===== config.mk =====
export PLATFORM = sky130hd
export DESIGN_NAME = fft_peak_reader
export DESIGN_NICKNAME = d
export VERILOG_FILES = /design/src/rtl/fft_peak_reader.sv
export SDC_FILE = /design/constraint.sdc
export NUM_CORES = 1
export LEC_CHECK = 0
export ABC_AREA = 1
export CORE_ASPECT_RATIO = 1.2
export CORE_UTILIZATION = 60
export CTS_CLUSTER_SIZE = 40
export DETAILED_ROUTE_END_ITERATION = 8
export PLACE_DENSITY = 0.8
export RECOVER_POWER = 100
export SYNTH_ARGS = -nofsm -noshare
export SYNTH_HDL_FRONTEND = slang
export SYNTH_SLANG_ARGS = --single-unit

===== constraint.sdc =====
create_clock -name clk -period 19.3 [get_ports clk]
set_input_delay 4.825 -clock clk [delete_from_list [all_inputs] [get_ports clk]]
set_output_delay 4.825 -clock clk [all_outputs]
set_load 0.02 [all_outputs]

===== src/rtl/fft_peak_reader.sv =====
// Reads back FFT result bins after the core finishes, streams |X[k]|^2 per bin
// and keeps the largest-magnitude bin of the most recent complete sweep.
module fft_peak_reader #(
    parameter int bit_width = 16,
    parameter int M         = 9,
    parameter int N         = 512,
    parameter int MIN_BIN   = 1,
    parameter int RD_LAT    = 1
) (
    input  logic                   clk,
    input  logic                   reset,
    input  logic                   fft_done,
    output logic [M-1:0]           fft_adr,
    input  logic [2*bit_width-1:0] fft_wd,
    output logic                   bin_valid,
    output logic [M-1:0]           bin_idx,
    output logic [2*bit_width:0]   bin_mag,
    output logic                   peak_valid,
    output logic [M-1:0]           peak_idx,
    output logic [2*bit_width:0]   peak_mag,
    output logic                   frame_done,
    output logic                   busy,
    output logic [1:0]             state_dbg
);

    localparam logic [M-1:0] FIRST_BIN = M'(MIN_BIN);
    localparam logic [M-1:0] LAST_BIN  = M'(N / 2 - 1);
    localparam int           DW        = $clog2(RD_LAT + 1) + 1;

    typedef enum logic [1:0] {IDLE = 2'd0, SWEEP = 2'd1, DRAIN = 2'd2, DONE = 2'd3} state_t;

    state_t            state;
    state_t            state_nxt;
    logic              done_q;
    logic              done_rise;
    logic              drain_last;
    logic              abort;
    logic [M-1:0]      adr_q;
    logic [DW-1:0]     drain_cnt;
    logic              v_sr   [RD_LAT];
    logic [M-1:0]      idx_sr [RD_LAT];

    logic signed [bit_width-1:0]   re;
    logic signed [bit_width-1:0]   im;
    logic [2*bit_width-1:0]        re_x;
    logic [2*bit_width-1:0]        im_x;
    logic [2*bit_width-1:0]        re_sq;
    logic [2*bit_width-1:0]        im_sq;
    logic [2*bit_width:0]          mag;

    assign done_rise  = fft_done & ~done_q;
    assign drain_last = (drain_cnt == DW'(RD_LAT));
    assign abort      = ~fft_done & ((state == SWEEP) | (state == DRAIN));

    // Full-width squares: (-2^(w-1))^2 needs all 2w bits, so sign-extend before multiplying.
    assign re    = fft_wd[2*bit_width-1:bit_width];
    assign im    = fft_wd[bit_width-1:0];
    assign re_x  = {{bit_width{re[bit_width-1]}}, re};
    assign im_x  = {{bit_width{im[bit_width-1]}}, im};
    assign re_sq = re_x * re_x;
    assign im_sq = im_x * im_x;
    assign mag   = {1'b0, re_sq} + {1'b0, im_sq};

    always_ff @(posedge clk) begin
        if (reset) state <= IDLE;
        else       state <= state_nxt;
    end

    always_comb begin
        state_nxt = state;
        case (state)
            IDLE, DONE: if (done_rise) state_nxt = SWEEP;
            SWEEP: begin
                if (!fft_done)              state_nxt = IDLE;
                else if (adr_q == LAST_BIN) state_nxt = DRAIN;
            end
            DRAIN: begin
                if (!fft_done)       state_nxt = IDLE;
                else if (drain_last) state_nxt = DONE;
            end
            default: state_nxt = IDLE;
        endcase
    end

    always_comb begin
        fft_adr    = (state == SWEEP) ? adr_q : '0;
        busy       = (state == SWEEP) | (state == DRAIN);
        frame_done = (state == DRAIN) & drain_last & fft_done;
        state_dbg  = state;
    end

    always_ff @(posedge clk) begin
        if (reset) begin
            done_q     <= 1'b0;
            adr_q      <= FIRST_BIN;
            drain_cnt  <= '0;
            bin_valid  <= 1'b0;
            bin_idx    <= '0;
            bin_mag    <= '0;
            peak_valid <= 1'b0;
            peak_idx   <= '0;
            peak_mag   <= '0;
            for (int i = 0; i < RD_LAT; i++) begin
                v_sr[i]   <= 1'b0;
                idx_sr[i] <= '0;
            end
        end else begin
            done_q    <= fft_done;
            adr_q     <= (state == SWEEP) ? adr_q + M'(1) : FIRST_BIN;
            drain_cnt <= (state == DRAIN) ? drain_cnt + DW'(1) : '0;

            // Index/valid travel alongside the RAM read; an abort flushes them.
            for (int i = RD_LAT - 1; i > 0; i--) begin
                v_sr[i]   <= v_sr[i-1] & ~abort;
                idx_sr[i] <= idx_sr[i-1];
            end
            v_sr[0]   <= (state == SWEEP) & ~abort;
            idx_sr[0] <= fft_adr;
            bin_valid <= v_sr[RD_LAT-1] & ~abort;
            bin_idx   <= idx_sr[RD_LAT-1];
            bin_mag   <= mag;

            if ((state_nxt == SWEEP) && (state != SWEEP)) begin
                peak_valid <= 1'b0;
                peak_idx   <= '0;
                peak_mag   <= '0;
            end else begin
                // Strictly greater keeps the lowest index on ties.
                if (bin_valid && ((bin_idx == FIRST_BIN) || (bin_mag > peak_mag))) begin
                    peak_idx <= bin_idx;
                    peak_mag <= bin_mag;
                end
                if (frame_done) peak_valid <= 1'b1;
            end
        end
    end

endmodule


**Yosys cells after proc, flatten, opt, wreduce, memory -nomap -nowiden**

Memory sizes are Yosys's and may differ from the RTL's. A register that Yosys moved wholly into a read port is not among the register bits.
Index checks and enable logic that the tools add are counted.

- Add/subtract/negate cells: 3
- Multipliers: 2
- $lt $le $gt $ge: 1
- Equality and inequality tests: 8
- Muxes and demuxes: 14
- Bitwise logic cells: 12
- Reductions and logical operators: 10

Operators with widths:

| cell | number |
|---|---|
| 16-bit by 16-bit multiplier with 32-bit output | 2 |
| 32-bit by 32-bit adder with 33-bit output | 1 |
| 33-bit greater-than comparator | 1 |
| 9-bit two-way mux | 2 |
| 2-bit two-way mux | 5 |
| 9-bit by 1-bit adder with 9-bit output, second input constant | 1 |
| 9-bit by 1-bit == test with 1-bit output, second input constant | 1 |
| 9-bit by 8-bit == test with 1-bit output, second input constant | 1 |
| 9-bit OR reduction | 1 |
| 2-bit OR reduction | 4 |
| 1-bit bitwise AND | 6 |
| 2-bit by 1-bit == test with 1-bit output, second input constant | 3 |
| 1-bit two-way mux | 6 |
| 2-bit case mux with 3 select lines | 1 |
| 1-bit inverter | 5 |
| 2-bit == test, second input constant | 2 |
| 2-bit by 1-bit adder with 2-bit output, second input constant | 1 |
| 1-bit logical AND | 2 |
| 2-bit zero test | 1 |
| 2-bit by 1-bit inequality test with 1-bit output, second input constant | 1 |
| 1-bit logical OR | 1 |
| 1-bit bitwise OR | 1 |
| 1-bit OR reduction | 1 |

- Register bits after elaboration: 91
- Bits in writable memories: 10
- Bits of input ports: 35
- Output and inout port bits: 99
- Logic and storage cells: 61
- Memories kept: 2

Memories:

| memory | depth | bits a word | rd ports | clocked after memory_dff | wr ports | RTL line | text |
|---|---|---|---|---|---|---|---|
| idx_sr | 1 | 9 | 1 | 1 | 1 | 41 | `logic [M-1:0] idx_sr [RD_LAT];` |
| v_sr | 1 | 1 | 1 | 0 | 1 | 40 | `logic v_sr [RD_LAT];` |

**Longest topological paths before layout**

- Depth in word-level cells: 7
- Mapped depth: 37
- Mapped depth without buffers: 36

**Worst setup path after synthesis**

Ideal clock, no wire load.

- Path kind: input to register
- Start point: in fft_wd[1]
- End point: reg bin_mag[28]
- Setup time: 0.113 ns
- Arrival: 11.058 ns
- Required time: 19.187 ns
- Slack: 8.129 ns
- Stages: 29
- Buffers on the path: 2
- Path through: clkbuf_1 -> clkbuf_1 -> nand2_1 -> inv_1 -> fa_1 -> inv_1 -> fa_1 -> inv_1 -> fa_1 -> fa_1 -> fa_1 -> fa_1 -> ha_1 -> nand2_1 -> inv_1 -> nand2_1 -> nor3_1 -> nand3_1 -> nand3_1 -> xor2_1 -> ha_1 -> nand2_1 -> nor2_1 -> nand4_1 -> or2_2 -> nand3_1 -> nand2_1 -> nand2_1 -> nor2_1

- Word-level cells in the longest chain between the ends: 2

RTL lines:

| element | RTL line | text |
|---|---|---|
| start: declaration | 14 | `input logic [2*bit_width-1:0] fft_wd,` |
| 16-bit by 16-bit multiplier with 32-bit output | 61 | `assign im_sq = im_x * im_x;` |
| 32-bit by 32-bit adder with 33-bit output | 62 | `assign mag = {1'b0, re_sq} + {1'b0, im_sq};` |
| end signal: assignment | 121 | `bin_mag <= mag;` |
| end: declaration | 17 | `output logic [2*bit_width:0] bin_mag,` |

No other way between the ends.
A chain may end at the register's enable or synchronous reset.

**Worst setup path in the final report**

- Start point: in fft_wd[31]
- End point: reg bin_mag[28]

- Word-level cells in the longest chain between the ends: 2

RTL lines:

| element | RTL line | text |
|---|---|---|
| 16-bit by 16-bit multiplier with 32-bit output | 60 | `assign re_sq = re_x * re_x;` |
| 32-bit by 32-bit adder with 33-bit output | 62 |  |

No other way between the ends.

==> results.txt <==
Status = finished with violations
Failing checks = max-capacitance violations, max-slew violations
Clk_lat worst skew = 0.36 ns
Critical Path Start = fft_wd[31]
CORE AREA = 40,700 µm²
Nets = 3,968
Critical path's slowest cell = dlygate4sd3_1
Hold Violations, Final = 0
Post-synthesis register bit count = 110
Synth top area share = 0.385
Crit path max fanout = 23
Most common library cell in the layout ignoring fill and taps = inv_1
Die Area = 42,000 µm²
Routed Wire Length = 57,400 µm
Vias in the first global route = 21,141
Post-CTS setup buffer count = 0
HPWL after DPL = 50,000 µm
Max-slew violation count = 68
Die X = 187 µm
Drt first-iter violations = 1,008
CP endpoint = bin_mag[28]
Post-route setup TNS = 0 ns
Main area contributors after synthesis = fa_1 39%, inv_1 14%, ha_1 12%, dfxtp_1 8.9%, nand2_1 8.5%
Final Cell Area = 26,700 µm²
Syn Inst Count = 3,151
R2r setup slk = 16.18 ns
Overall routing resource usage = 0.286
Worst R2R Start = bin_mag[24]
Fmax = 78.7 MHz
Area delta synth->final = 8.01%
CTS-repair resized insts = 0
Top_reg_cell synth = dfxtp_1
Critical Path Sink Type = register
Reg-to-Reg End = peak_mag[23]
Levels on crit path = 32
Largest net degree at the start of global routing = 55
Placer congestion estimate = 0.972
H-tree depth = 3
Synth cell types = 43
Most frequent cells in the layout = 921 x inv_1, 559 x nand2_1, 476 x fa_1
Critical setup path kind = primary input to register
Diode count = 0
Leading area contributor after synthesis = fa_1
Cts hold-fix bufs = 0
Sequential Area = 2200 µm²
Remaining DRCs = 0
Async set or reset register ratio after synthesis = 0
Total clock sinks = 110
WP buf/inv = 6
Final Cycle Share = 0.658
Max cap viols = 2
Bufs on Longest Clock Path = 2
Mapped Area = 24,700 µm²
Avg WL per Cell = 15.3 µm
Multi-input logic area = 18,700 µm²
Die height = 224 µm
PortBufs = 133
Syn_nets = 3,905
First-pass GRT wire length = 97,900 µm
Max Clock Skew = 0.00989 ns
CTS tree = done
Grt ovf = 0
Setup violations, final = 0
Worst-margin pin slew = 1.54 ns
Fraction of layout cells with a size suffix above 1 = 0.0112
Worst hold-check path type = register to register
Top delay family on crit path = adder cells
Clock slew at reported path FFs = 0.08 ns
Ports = 134
RSZ-0062 raised after global routing = no
Worst Path Required = 19.55 ns
Mean Syn Cell Area = 7.85 µm²
Relative slew margins = -0.0279
Placed instance area = 26,400 µm²
Worst reg2reg path depth = 13
Final ANT Viol Nets = 0
Fill count = 3,430
Initial core utilization = 0.607
CTS Root Cell = clkbuf_16
First-pass DRT Iterations = 5
TritonCTS Buffers = 9
Yosys warning count = 0
Post-detailed-route via-to-cell ratio = 5.23
Core Rows = 81
Most common cell on crit path = nand2_1
Vias = 19,667
Initial antenna violation count = 0
CP max stage delay = 1.07 ns
Seq/Total Area, Yosys = 0.0890
Minimum clock period = 12.70 ns
Data arrival, critical path = 12.95 ns
CP Launch Type = primary input
Post-synth EDFFs = 0
## worst min path at each step
stage	start	end	slack (ns)	depth (start not counted)
after floorplan	idx_sr[0][0]	bin_idx[0]	0.39	2
after global placement	idx_sr[0][8]	bin_idx[8]	0.39	2
after detailed placement	idx_sr[0][4]	bin_idx[4]	0.40	2
after CTS	idx_sr[0][4]	bin_idx[4]	0.41	2
after global routing	idx_sr[0][5]	bin_idx[5]	0.42	2
final	idx_sr[0][4]	bin_idx[4]	0.41	2
## stage by stage
stage | setup WS (ns) | hold slack, ns | cells | util
2_1_floorplan | 8.13 | 0.388 | 3151 | -
3_3_place_gp | 6.70 | 0.393 | 3742 | 0.648
3_5_place_dp | 6.40 | 0.396 | 3742 | 0.648
4_1_cts | 6.77 | 0.408 | 3758 | 0.656
5_1_grt | 6.06 | 0.419 | 3758 | 0.656
6_report | 6.60 | 0.407 | 3758 | 0.656
## synth_stat cells, drive strengths merged (2+ instances only)
cell / n
a21boi: 2
a21o: 19
a21oi: 148
a221oi: 3
a31o: 2
a31oi: 10
and3: 2
buf: 17
clkbuf: 69
dfxtp: 110
fa: 476
ha: 243
inv: 921
nand2: 562
nand3: 60
nand3b: 16
nand4: 15
nor2: 247
nor3: 24
nor4: 6
o211ai: 5
o21a: 7
o21ai: 79
o21bai: 9
o221ai: 2
or2: 9
xnor2: 33
xor2: 49
## flip-flops by register name, summed over array words and instances (netlist names)
signal and cells:
bin_valid 1, peak_mag 33, peak_valid 1, idx_sr 9
adr_q 9, done_q 1, v_sr 1, bin_idx 9
drain_cnt 2, state_dbg 2, bin_mag 33, peak_idx 9
## metal layers
layer,part of all wire,global-route usage,vias up
met1,0.40,0.347,9656
met3,0.042,0.0193,112
met5,0,0,-
met4,0.031,0.0939,0
li1,-,-,9345
met2,0.53,0.538,554
## worst reg2reg max path, delay by kind of cell (launching register included)
family / cells / cell delay, ns
adders and majority gates: 1 / 0.33
DFF: 1 / 0.37
and+or+nand+nor: 12 / 2.34
## layout make-up
type,instances,share of cell area
repair buffers,138,0.0510
flip-flops and latches,110,0.0824
inverters,922,0.130
clock inverters,7,0.00323
multi-input cells,2033,0.700
well taps,539,0.0252
clock buffers,9,0.00843
## cells by family after synthesis
group	count (synthesis)	share of synthesized area
buffers and inverters	1008	0.154
flip-flops	110	0.0890
AO/OA/AOI/OAI	290	0.0653
adder cells (fa/ha/maj)	719	0.508
AND/OR/NAND/NOR	942	0.154
XOR/XNOR	82	0.0290
Power is not shown: default switching activity piles up to over one toggle a cycle in this logic, so the estimate is an artifact.
